### src/rtl/mem_pkg.sv
// Shared definitions for the MEM-stage load/store sequencer.
// Holds the access-size encoding, the FSM state encoding, the latched
// request record and the alignment check used when a request is accepted.
package mem_pkg;

  localparam logic [1:0] SZ_BYTE = 2'd0;
  localparam logic [1:0] SZ_HALF = 2'd1;
  localparam logic [1:0] SZ_WORD = 2'd2;  // 2'd3 behaves as a word too

  typedef enum logic [1:0] {
    ST_IDLE  = 2'd0,
    ST_READ  = 2'd1,
    ST_WRITE = 2'd2,
    ST_DONE  = 2'd3
  } state_e;

  typedef struct packed {
    logic        write;
    logic [1:0]  size;
    logic        sgn;
    logic [31:0] addr;
    logic [31:0] wdata;
  } req_t;

  // Any size with bit 1 set is a full-word access.
  function automatic logic is_word(input logic [1:0] size);
    return size[1];
  endfunction

  function automatic logic is_misaligned(input logic [1:0] size, input logic [1:0] a);
    logic r;
    case (size)
      SZ_BYTE: r = 1'b0;
      SZ_HALF: r = a[0];
      default: r = (a != 2'b00);
    endcase
    return r;
  endfunction

endpackage

### src/rtl/mem_lane_align.sv
// Big-endian lane steering between a memory word and a pipeline value.
// Ports:
//   word_i   - word read from memory
//   addr_i   - byte offset within the word
//   size_i   - access size (byte/half/word)
//   sgn_i    - sign-extend the load result
//   wdata_i  - store data, right-justified
//   load_o   - selected lane, extended to 32 bits
//   store_o  - word_i with the addressed lane replaced by store data
module mem_lane_align
  import mem_pkg::*;
(
  input  logic [31:0] word_i,
  input  logic [1:0]  addr_i,
  input  logic [1:0]  size_i,
  input  logic        sgn_i,
  input  logic [31:0] wdata_i,
  output logic [31:0] load_o,
  output logic [31:0] store_o
);

  // Byte lane 0 is the most significant byte, so the bit offset is (3-addr)*8.
  logic [4:0]  bsh;
  logic [7:0]  bsel;
  logic [15:0] hsel;

  assign bsh  = {~addr_i, 3'b000};
  assign bsel = word_i[bsh +: 8];
  assign hsel = addr_i[1] ? word_i[15:0] : word_i[31:16];

  always_comb begin
    load_o  = word_i;
    store_o = wdata_i;
    case (size_i)
      SZ_BYTE: begin
        load_o  = {{24{sgn_i & bsel[7]}}, bsel};
        store_o = (word_i & ~(32'h0000_00FF << bsh)) | ({24'b0, wdata_i[7:0]} << bsh);
      end
      SZ_HALF: begin
        load_o  = {{16{sgn_i & hsel[15]}}, hsel};
        store_o = addr_i[1] ? {word_i[31:16], wdata_i[15:0]}
                            : {wdata_i[15:0], word_i[15:0]};
      end
      default: ;
    endcase
  end

endmodule

### src/rtl/mem_access_unit.sv
// MEM-stage load/store sequencer for a big-endian, word-write-only memory.
// Sub-word stores are done as read-modify-write; misaligned accesses are
// suppressed and flagged. The pipeline is stalled until the response cycle.
// Ports:
//   clk, reset            - clock, synchronous active-high reset
//   req_*                 - request from EX/MEM (held while stall=1)
//   stall                 - freeze upstream stages
//   resp_valid/rdata      - one-cycle completion with extended load data
//   misaligned            - completion was a suppressed misaligned access
//   mem_addr/re/we/wdata  - word-aligned memory interface
//   mem_rdata             - memory read data, settles READ_LAT cycles after re
module mem_access_unit
  import mem_pkg::*;
#(
  parameter int READ_LAT = 2
) (
  input  logic        clk,
  input  logic        reset,
  input  logic        req_valid,
  input  logic        req_write,
  input  logic [1:0]  req_size,
  input  logic        req_signed,
  input  logic [31:0] req_addr,
  input  logic [31:0] req_wdata,
  output logic        stall,
  output logic        resp_valid,
  output logic [31:0] resp_rdata,
  output logic        misaligned,
  output logic [31:0] mem_addr,
  output logic        mem_re,
  output logic        mem_we,
  output logic [31:0] mem_wdata,
  input  logic [31:0] mem_rdata
);

  state_e      state_q, state_d;
  logic [3:0]  cnt_q, cnt_d;
  req_t        req_q, req_d;
  logic [31:0] word_q, word_d;
  logic        resp_valid_q, resp_valid_d;
  logic [31:0] resp_rdata_q, resp_rdata_d;
  logic        mis_q, mis_d;

  logic [31:0] align_word, ld_val, st_word;

  // READ extends the live read word into the response register; WRITE merges
  // store data into the word captured at the end of READ.
  assign align_word = (state_q == ST_WRITE) ? word_q : mem_rdata;

  mem_lane_align u_align (
    .word_i  (align_word),
    .addr_i  (req_q.addr[1:0]),
    .size_i  (req_q.size),
    .sgn_i   (req_q.sgn),
    .wdata_i (req_q.wdata),
    .load_o  (ld_val),
    .store_o (st_word)
  );

  always_ff @(posedge clk) begin
    if (reset) begin
      state_q      <= ST_IDLE;
      cnt_q        <= '0;
      req_q        <= '0;
      word_q       <= '0;
      resp_valid_q <= 1'b0;
      resp_rdata_q <= '0;
      mis_q        <= 1'b0;
    end else begin
      state_q      <= state_d;
      cnt_q        <= cnt_d;
      req_q        <= req_d;
      word_q       <= word_d;
      resp_valid_q <= resp_valid_d;
      resp_rdata_q <= resp_rdata_d;
      mis_q        <= mis_d;
    end
  end

  always_comb begin
    state_d      = state_q;
    cnt_d        = cnt_q;
    req_d        = req_q;
    word_d       = word_q;
    resp_valid_d = 1'b0;
    resp_rdata_d = '0;
    mis_d        = 1'b0;
    case (state_q)
      ST_IDLE: begin
        if (req_valid) begin
          req_d = '{write: req_write, size: req_size, sgn: req_signed,
                    addr: req_addr, wdata: req_wdata};
          if (is_misaligned(req_size, req_addr[1:0])) begin
            state_d      = ST_DONE;
            resp_valid_d = 1'b1;
            mis_d        = 1'b1;
          end else if (req_write && is_word(req_size)) begin
            state_d = ST_WRITE;
          end else begin
            state_d = ST_READ;
            cnt_d   = 4'(READ_LAT - 1);
          end
        end
      end
      ST_READ: begin
        if (cnt_q == 4'd0) begin
          word_d = mem_rdata;
          if (req_q.write) begin
            state_d = ST_WRITE;
          end else begin
            state_d      = ST_DONE;
            resp_valid_d = 1'b1;
            resp_rdata_d = ld_val;
          end
        end else begin
          cnt_d = cnt_q - 4'd1;
        end
      end
      ST_WRITE: begin
        state_d      = ST_DONE;
        resp_valid_d = 1'b1;
      end
      default: state_d = ST_IDLE;  // ST_DONE
    endcase
  end

  assign stall      = req_valid & (state_q != ST_DONE);
  assign resp_valid = resp_valid_q;
  assign resp_rdata = resp_rdata_q;
  assign misaligned = mis_q;
  assign mem_addr   = {req_q.addr[31:2], 2'b00};
  assign mem_re     = (state_q == ST_READ);
  assign mem_we     = (state_q == ST_WRITE);
  assign mem_wdata  = mem_we ? st_word : 32'h0;

endmodule

### config.mk
export PLATFORM = sky130hd
export DESIGN_NAME = mem_access_unit
export DESIGN_NICKNAME = d
export VERILOG_FILES = /design/src/rtl/mem_pkg.sv /design/src/rtl/mem_lane_align.sv /design/src/rtl/mem_access_unit.sv
export SDC_FILE = /design/constraint.sdc
export NUM_CORES = 1
export LEC_CHECK = 0
export ABC_CLOCK_PERIOD_IN_PS = 2820
export CAP_MARGIN = 15
export CORE_MARGIN = 2
export CORE_UTILIZATION = 45
export DETAILED_ROUTE_END_ITERATION = 7
export PLACE_DENSITY_LB_ADDON = 0.25
export SYNTH_ARGS = -nofsm -noshare
export SYNTH_HDL_FRONTEND = slang
export SYNTH_SLANG_ARGS = --single-unit
### constraint.sdc
create_clock -name clk -period 2.82 [get_ports clk]
set_input_delay 0.564 -clock clk [delete_from_list [all_inputs] [get_ports clk]]
set_output_delay 0.564 -clock clk [all_outputs]
set_load 0.02 [all_outputs]
==> impl_metrics.toml, run 1 <==
[outcome]
result_of_the_run = "finished clean"

[placement]
buffer_ports.inserted = 201
gp_congestion = 0.930
dp_worst_setup_slack_ns = -0.126
place_area_mm2 = 0.00914
post-dp-hpwl_mm = 15.8

[clocking]
cts_inserted_buffers = 17
worstSkewPairLatency_ns = 0.42
clockRootBuffer = "clkbuf_16"
cts_sinks = 140
cts.path.max_buffers = 2
htreeDepth = 4
cts.reportedPaths.clkPinSlew_ns = 0.06
tritoncts = "built"

[drt]
detail_route.wirelength_mm = 22.3
detail_route.iter0.violations = 533
wl_per_cell_um = 17.6
detail_route.drc_violations = 0
ant_nets = 0
route.vias.total = 6761
drt_pre_antenna_iters = 5
avgViaCountPerCell = 5.34

[synthesis]
synth_largest_area_cell = "dfxtp_1"
ys.flop_type = "dfxtp_1"
top_post_synthesis_cells_by_count = "245 x nand2_1, 140 x dfxtp_1, 139 x a21oi_1"
synth_cells = 883
synth_warn = 0
ys_ff_latch = 140
post_synth_main_area_contributors = "dfxtp_1 40%, nand2_1 13%, a21oi_1 10%"
synth_top_cell_area_share_pct = 40.5
ys_seq_area_share_pct = 40.5
async_flop_share_pct = 0
synth_area_per_cell_um2 = 7.84
synth_edf_count = 0
synthDistinctLibCells = 44
synthMostInstantiatedCell = "nand2_1"
area_of_the_mapped_netlist_mm2 = 0.00692

[layout]
final_core_utilization_pct = 65.6
fin_nets = 1175
insertedDiodeCount = 0
final_layout_size_suffix_gt1_share_pct = 16.9
stdcell_area_mm2 = 0.00990
layout-area-overhead-vs-synth_pct = 43.0

[floorplan]
die-width_um = 128
die-area_mm2 = 0.0164
die_h_um = 128
core_mm2 = 0.0151
ioPinCount = 204
initial_core_util_pct = 45.9
placement_rows = 45

[pwr]
power_report.internal_total_uw = 5820
switching_share_pct = 37.4
power.switching_uw = 3480
seqPwrFrac_pct = 27.7
power_density_mw_per_mm2 = 939
power_frac_comb_pct = 45.6
vdd_ir_drop_max_v = 0.000682
power.leakage_uw = 0.00381
clock_power_share_pct = 26.7

[timing]
highest_achievable_clock_rate_ghz = 0.357
fin_ws_ns = 0.0171
rsz_0062_raised_after_global_routing = "yes"
fin_tns_setup_ns = 0
hold_viol_final = 0
clock-skew-final_ns = 0.00602
final_min_period_over_clock_period_pct = 99.4
finalHoldWorstSlack_ns = 0.452
final_max_slew_viol_count = 0
worst_pin_slew_ns = 0.796
period_needed_ns = 2.80
setup_viol = 0
worst_slew_margin_pct = 47.0

[critical_path]
critPathKind = "register to primary output"
max_stage_delay_ns = 0.38
timing.critical_path.to_type = "primary output"
startpoint_type = "register"
worstPathArrival_ns = 2.24
worst-endpoint-required_ns = 2.26
critPathMaxFanout = 7
timing.critical_path.slowest_stage_cell = "mux2_2"
path_cells = "inv_2 -> ha_4 -> bufbuf_16 -> mux2_2 -> o22ai_2 -> o21ai_0 -> and2_1 -> buf_2"

[grt]
grt_use_total_pct = 27.2
antenna_found_initial = 0
grt_pass1_wl_mm = 34.2
grt_overflow = 0
pin_count_of_the_biggest_net_entering_global_routing = 75
grt_pass1_vias = 6462

[run]
maxCapViolations = 0

[hold_path]
min_path_type = "register to register"
## state kept, by name (all words and copies together) (netlist names)
| name | flops |
|---|---|
| misaligned | 1 |
| resp_valid | 1 |
| word_q | 32 |
| state_q | 2 |
| resp_rdata | 32 |
| cnt_q | 4 |
| mem_addr | 30 |
| req_q | 38 |
## layout make-up
type / count / area [um2]
clock buffer: 19 / 443
clock inverter: 13 / 213
tap: 188 / 235
multi-input combinational: 635 / 3680
sequential: 140 / 2810
timing repair buffer: 263 / 2490
inverter: 9 / 33.8
fill: 1285 / 5190
## worst paths after layout
kind              slack [ns]  cells past startpoint                        end                 startpoint
setup / recovery        0.02                      8              mem_wdata[28]    state_q[0]$_SDFFE_PP0P_
hold / removal          0.45                      2  mem_addr[10]$_SDFFE_PP0P_  mem_addr[10]$_SDFFE_PP0P_
setup reg to reg        0.34                     10  resp_rdata[11]$_SDFF_PP0_    state_q[0]$_SDFFE_PP0P_
hold reg to reg         0.45                      2  mem_addr[10]$_SDFFE_PP0P_  mem_addr[10]$_SDFFE_PP0P_
## timing repair
item                       4_1_cts  5_1_grt
cloned                           2        0
buffers inserted                 1        0
pin swaps                        0        2
hold endpoints to repair         0        0
gates resized for setup        106       19
setup endpoints to repair       32       22
hold buffers                     0        0
## power by group through the flow
stage / Clock (uW) / Sequential (uW) / Combinational (uW)
6_report: 2480 / 2580 / 4240
5_1_grt: 2610 / 2610 / 4570
4_1_cts: 2520 / 2570 / 4200
3_5_place_dp: 0 / 2600 / 4020
3_3_place_gp: 0 / 2590 / 3980
2_1_floorplan: 0 / 2570 / 2540
## metal layers
| layer | vias up | track usage [%] | wire length, um |
|---|---|---|---|
| met3 | 51 | 7.55 | 1710 |
| met4 | 0 | 14.0 | 912 |
| li1 | 3329 | - | - |
| met5 | - | 0 | 0 |
| met2 | 279 | 44.4 | 10500 |
| met1 | 3102 | 32.9 | 9150 |
## critical path: cells and delay by family (launching register included)
family	cells	cell delay, ns
muxes	1	0.38
and+or+nand+nor	1	0.16
buffers and inverters	3	0.54
DFF	1	0.32
adders and majority gates	1	0.19
AOI/OAI and AO/OA	2	0.22
## per-stage QoR
stage | total power (uW) | cells
global placement | 6570 | 1232
global route | 9800 | 1267
floorplan | 5110 | 884
CTS | 9280 | 1267
detailed placement | 6620 | 1232
finish | 9300 | 1267
## cell usage in the layout, fill, tap and decap left out, types with 11 or more instances in the layout
cell type,synthesis,final
buf_4,35,57
dlygate4sd2_1,0,11
o21ai_0,25,25
nand2_1,245,244
mux2_2,23,19
dfxtp_1,140,138
clkbuf_16,0,17
clkdlybuf4s50_1,0,168
buf_2,8,12
nor2_1,28,27
a21oi_1,139,138
a21oi_2,11,12
mux2i_1,39,34
nor2b_1,14,14
## kinds of logic after synthesis
family	after synthesis	synth area share, %
buffers and inverters	109	8.06
other	1	0.0542
DFF	140	40.5
AOI/OAI and AO/OA	239	20.8
muxes	65	10.1
adders and majority gates	6	1.08
and+or+nand+nor	323	19.3
Power figures use the tool's default switching activity.
==> inputs of run 2 (changes only) <==
--- a/config.mk
+++ b/config.mk
@@ -7,10 +7,13 @@
 export LEC_CHECK = 0
 export ABC_CLOCK_PERIOD_IN_PS = 2820
 export CAP_MARGIN = 15
+export CELL_PAD_IN_SITES_DETAIL_PLACEMENT = 0
+export CELL_PAD_IN_SITES_GLOBAL_PLACEMENT = 1
 export CORE_MARGIN = 2
-export CORE_UTILIZATION = 45
+export CORE_UTILIZATION = 35
 export DETAILED_ROUTE_END_ITERATION = 7
 export PLACE_DENSITY_LB_ADDON = 0.25
 export SYNTH_ARGS = -nofsm -noshare
 export SYNTH_HDL_FRONTEND = slang
+export SYNTH_HIERARCHICAL = 1
 export SYNTH_SLANG_ARGS = --single-unit
==> run 2 against run 1 <==
  * The flow now finishes with violations (setup timing)
  * Sequential share of layout area fell by 1.6 points
  * Clock power fell by 5%
  * Combinational power rose by 9.2%
  * Die area rose by 32%
  * Sequential power fell by 2%
  * Critical path depth did not move
  * Clock skew rose by 0.0057 ns
  * Synthesized cell count rose by 2.4%
  * Cell area rose by 6.0%
  * Register-to-register slack improved by 0.04 ns
  * Non-clock buffer count rose by 10
  * Largest cell class unchanged
  * Highest routed layer unchanged
==> impl_metrics.toml, run 2 <==
[outcome]
result_of_the_run = "complete, but fails checks"
failing_checks = "setup timing"

[floorplan]
ioPinCount = 204
core_mm2 = 0.0202
placement_rows = 52
initial_core_util_pct = 35.5
die_h_um = 147
die-width_um = 147
die-area_mm2 = 0.0216

[layout]
largest_reg_flops = 38
layout-area-overhead-vs-synth_pct = 46.5
commonest_non_fill_non_tap_cell_in_the_layout = "nand2_1"
insertedDiodeCount = 0
final_layout_size_suffix_gt1_share_pct = 20.6
fin_nets = 1203
regMostFlops = "req_q"
most-common-layout-cells = "216 x nand2_1, 168 x clkdlybuf4s50_1, 154 x a21oi_1"
layout.filler_cells = 2011

[synthesis]
synth_top_cell_area_share_pct = 39.2
ys_ff_latch = 140
area_of_the_mapped_netlist_mm2 = 0.00716
synthDistinctLibCells = 46
synth_largest_area_cell = "dfxtp_1"
ys.flop_type = "dfxtp_1"
ys_seq_area_share_pct = 39.2
synthMostInstantiatedCell = "nand2_1"
synth_warn = 6
async_flop_share_pct = 0
top_post_synthesis_cells_by_count = "217 x nand2_1, 155 x a21oi_1, 140 x dfxtp_1"
synth_edf_count = 0
post_synth_main_area_contributors = "dfxtp_1 39%, nand2_1 11%, a21oi_1 11%"
synth_cells = 904
synth_area_per_cell_um2 = 7.92

[critical_path]
startpoint_type = "register"
critPathMaxFanout = 6
worstPathArrival_ns = 2.29
max_stage_delay_ns = 0.33
crit_family = "buffers and inverters"
timing.critical_path.slowest_stage_cell = "a221o_1"
path_cells = "inv_2 -> ha_4 -> buf_12 -> buf_4 -> mux2_4 -> a221o_1 -> and2_4 -> buf_4"
critPathKind = "register to primary output"
timing.critical_path.to_type = "primary output"
timing.critical_path.buf_inv = 4
worst-endpoint-required_ns = 2.26
path_common_cell = "buf_4"

[clocking]
tritoncts = "built"
htreeDepth = 4
cts.path.max_buffers = 2
cts.reportedPaths.clkPinSlew_ns = 0.06
cts_hold_repair.buffers = 0
clockRootBuffer = "clkbuf_16"
cts_inserted_buffers = 17
cts_sinks = 140
worstSkewPairLatency_ns = 0.42

[drt]
avgViaCountPerCell = 5.00
detail_route.iter0.violations = 470
wl_per_cell_um = 17.2
drt_pre_antenna_iters = 5
detail_route.wirelength_mm = 23.6
route.vias.total = 6880
detail_route.drc_violations = 0
ant_nets = 0

[timing]
hold_viol_final = 0
clock-skew-final_ns = 0.0118
fin_tns_setup_ns = -0.0983
finalHoldWorstSlack_ns = 0.450
highest_achievable_clock_rate_ghz = 0.350
rsz_0062_raised_after_global_routing = "yes"
setup_viol = 6
worst_pin_slew_ns = 0.652
period_needed_ns = 2.86
final_max_slew_viol_count = 0
fin_ws_ns = -0.0369
worst_slew_margin_pct = 56.5
final_min_period_over_clock_period_pct = 101

[pwr]
power.switching_uw = 3560
power_density_mw_per_mm2 = 908
power.leakage_uw = 0.00405
design_power_total_uw = 9520
switching_share_pct = 37.3
power_frac_comb_pct = 48.6
vdd_ir_drop_max_v = 0.000500
power_report.internal_total_uw = 5970
clock_power_share_pct = 24.8
seqPwrFrac_pct = 26.6

[grt]
grt_overflow = 0
grt_pass1_vias = 6552
pin_count_of_the_biggest_net_entering_global_routing = 67
antenna_found_initial = 0
grt_pass1_wl_mm = 36.2
grt_use_total_pct = 21.4

[run]
maxCapViolations = 0

[placement]
dp_worst_setup_slack_ns = -0.247
gp_congestion = 0.899
buffer_ports.inserted = 201
post-dp-hpwl_mm = 16.8

[hold_path]
min_path_type = "register to register"
==> run 2: cell types whose count changed in the layout (fill, tap and decap cells not counted), moves of 10 or more <==
cell,previous run,this run
a21oi_1,138,154
a21oi_2,12,1
a221o_1,0,13
and2_1,10,58
and2_4,0,16
buf_6,2,18
dlygate4sd2_1,11,0
mux2_4,6,32
mux2i_1,34,11
nand2_1,244,216
nor2_1,27,11
nor2b_1,14,25
nor3b_1,0,10
o21ai_0,25,5
==> run 2: per-stage QoR <==
stage / utilization [%] / cells / instance area [um2]
3_5_place_dp: 47.0 / 1333 / 9480
3_3_place_gp: 47.0 / 1333 / 9480
5_1_grt: 52.0 / 1375 / 10500
6_report: 52.0 / 1375 / 10500
4_1_cts: 50.6 / 1369 / 10200
2_1_floorplan: - / 905 / 7160
==> run 2: final timing paths <==
path / start / endpoint / slack, ns / depth (start not counted)
hold reg to reg: mem_addr[23]$_SDFFE_PP0P_ / mem_addr[23]$_SDFFE_PP0P_ / 0.45 / 2
setup / recovery: state_q[0]$_SDFFE_PP0P_ / mem_wdata[9] / -0.04 / 8
setup reg to reg: state_q[0]$_SDFFE_PP0P_ / resp_rdata[7]$_SDFF_PP0_ / 0.38 / 11
hold / removal: mem_addr[23]$_SDFFE_PP0P_ / mem_addr[23]$_SDFFE_PP0P_ / 0.45 / 2
==> run 2: routing by layer <==
metal | track usage [%] | wire (um) | vias up
li1 | - | - | 3400
met1 | 28.0 | 10400 | 3230
met2 | 34.7 | 11300 | 230
met3 | 5.65 | 1600 | 20
met4 | 6.39 | 275 | 0
met5 | 0 | 0 | -
==> run 2: power groups by stage <==
stage          registers, uW  clock network [uW]  logic [uW]
6_report                2530                2360        4630
5_1_grt                 2570                2500        4990
4_1_cts                 2520                2410        4320
3_5_place_dp            2550                   0        4130
3_3_place_gp            2540                   0        4130
2_1_floorplan           2530                   0        2560
==> run 2: timing repair <==
item / in CTS / in global routing
endpoints found under the setup margin: 32 / 25
gates cloned: 1 / 2
resized for setup: 160 / 101
buffers inserted: 5 / 5
pin swaps: 2 / 37
==> run 2: cell families (layout without fill, tap and decap cells) <==
kind of cell | Yosys count | in the layout | share of synthesized area (%)
adder cells (fa/ha/maj) | 6 | 6 | 1.05
other | 1 | 2 | 0.0524
AO/OA/AOI/OAI | 229 | 229 | 18.8
AND/OR/NAND/NOR | 357 | 357 | 23.6
buffers and inverters | 111 | 311 | 8.13
flip-flops | 140 | 140 | 39.2
multiplexers | 60 | 60 | 9.14
==> run 2: layout make-up <==
class / count / area (um2) / area share [%]
well taps: 270 / 338 / 3.22
inverters: 8 / 30.0 / 0.286
flip-flops and latches: 140 / 2810 / 26.8
clock inverters: 11 / 170 / 1.62
clock buffers: 19 / 443 / 4.22
repair buffers: 273 / 2620 / 24.9
multi-input cells: 654 / 4080 / 38.9
==> run 2: worst register-to-register path: stages, from the launching register on <==
cell and delay, ns:
dfxtp_2 0.32, inv_2 0.07, ha_4 0.24, buf_12 0.16, buf_6 0.11, mux2_4 0.32
buf_4 0.16, mux2_2 0.28, a22oi_2 0.15, buf_4 0.23, o211ai_1 0.12, and2_1 0.17
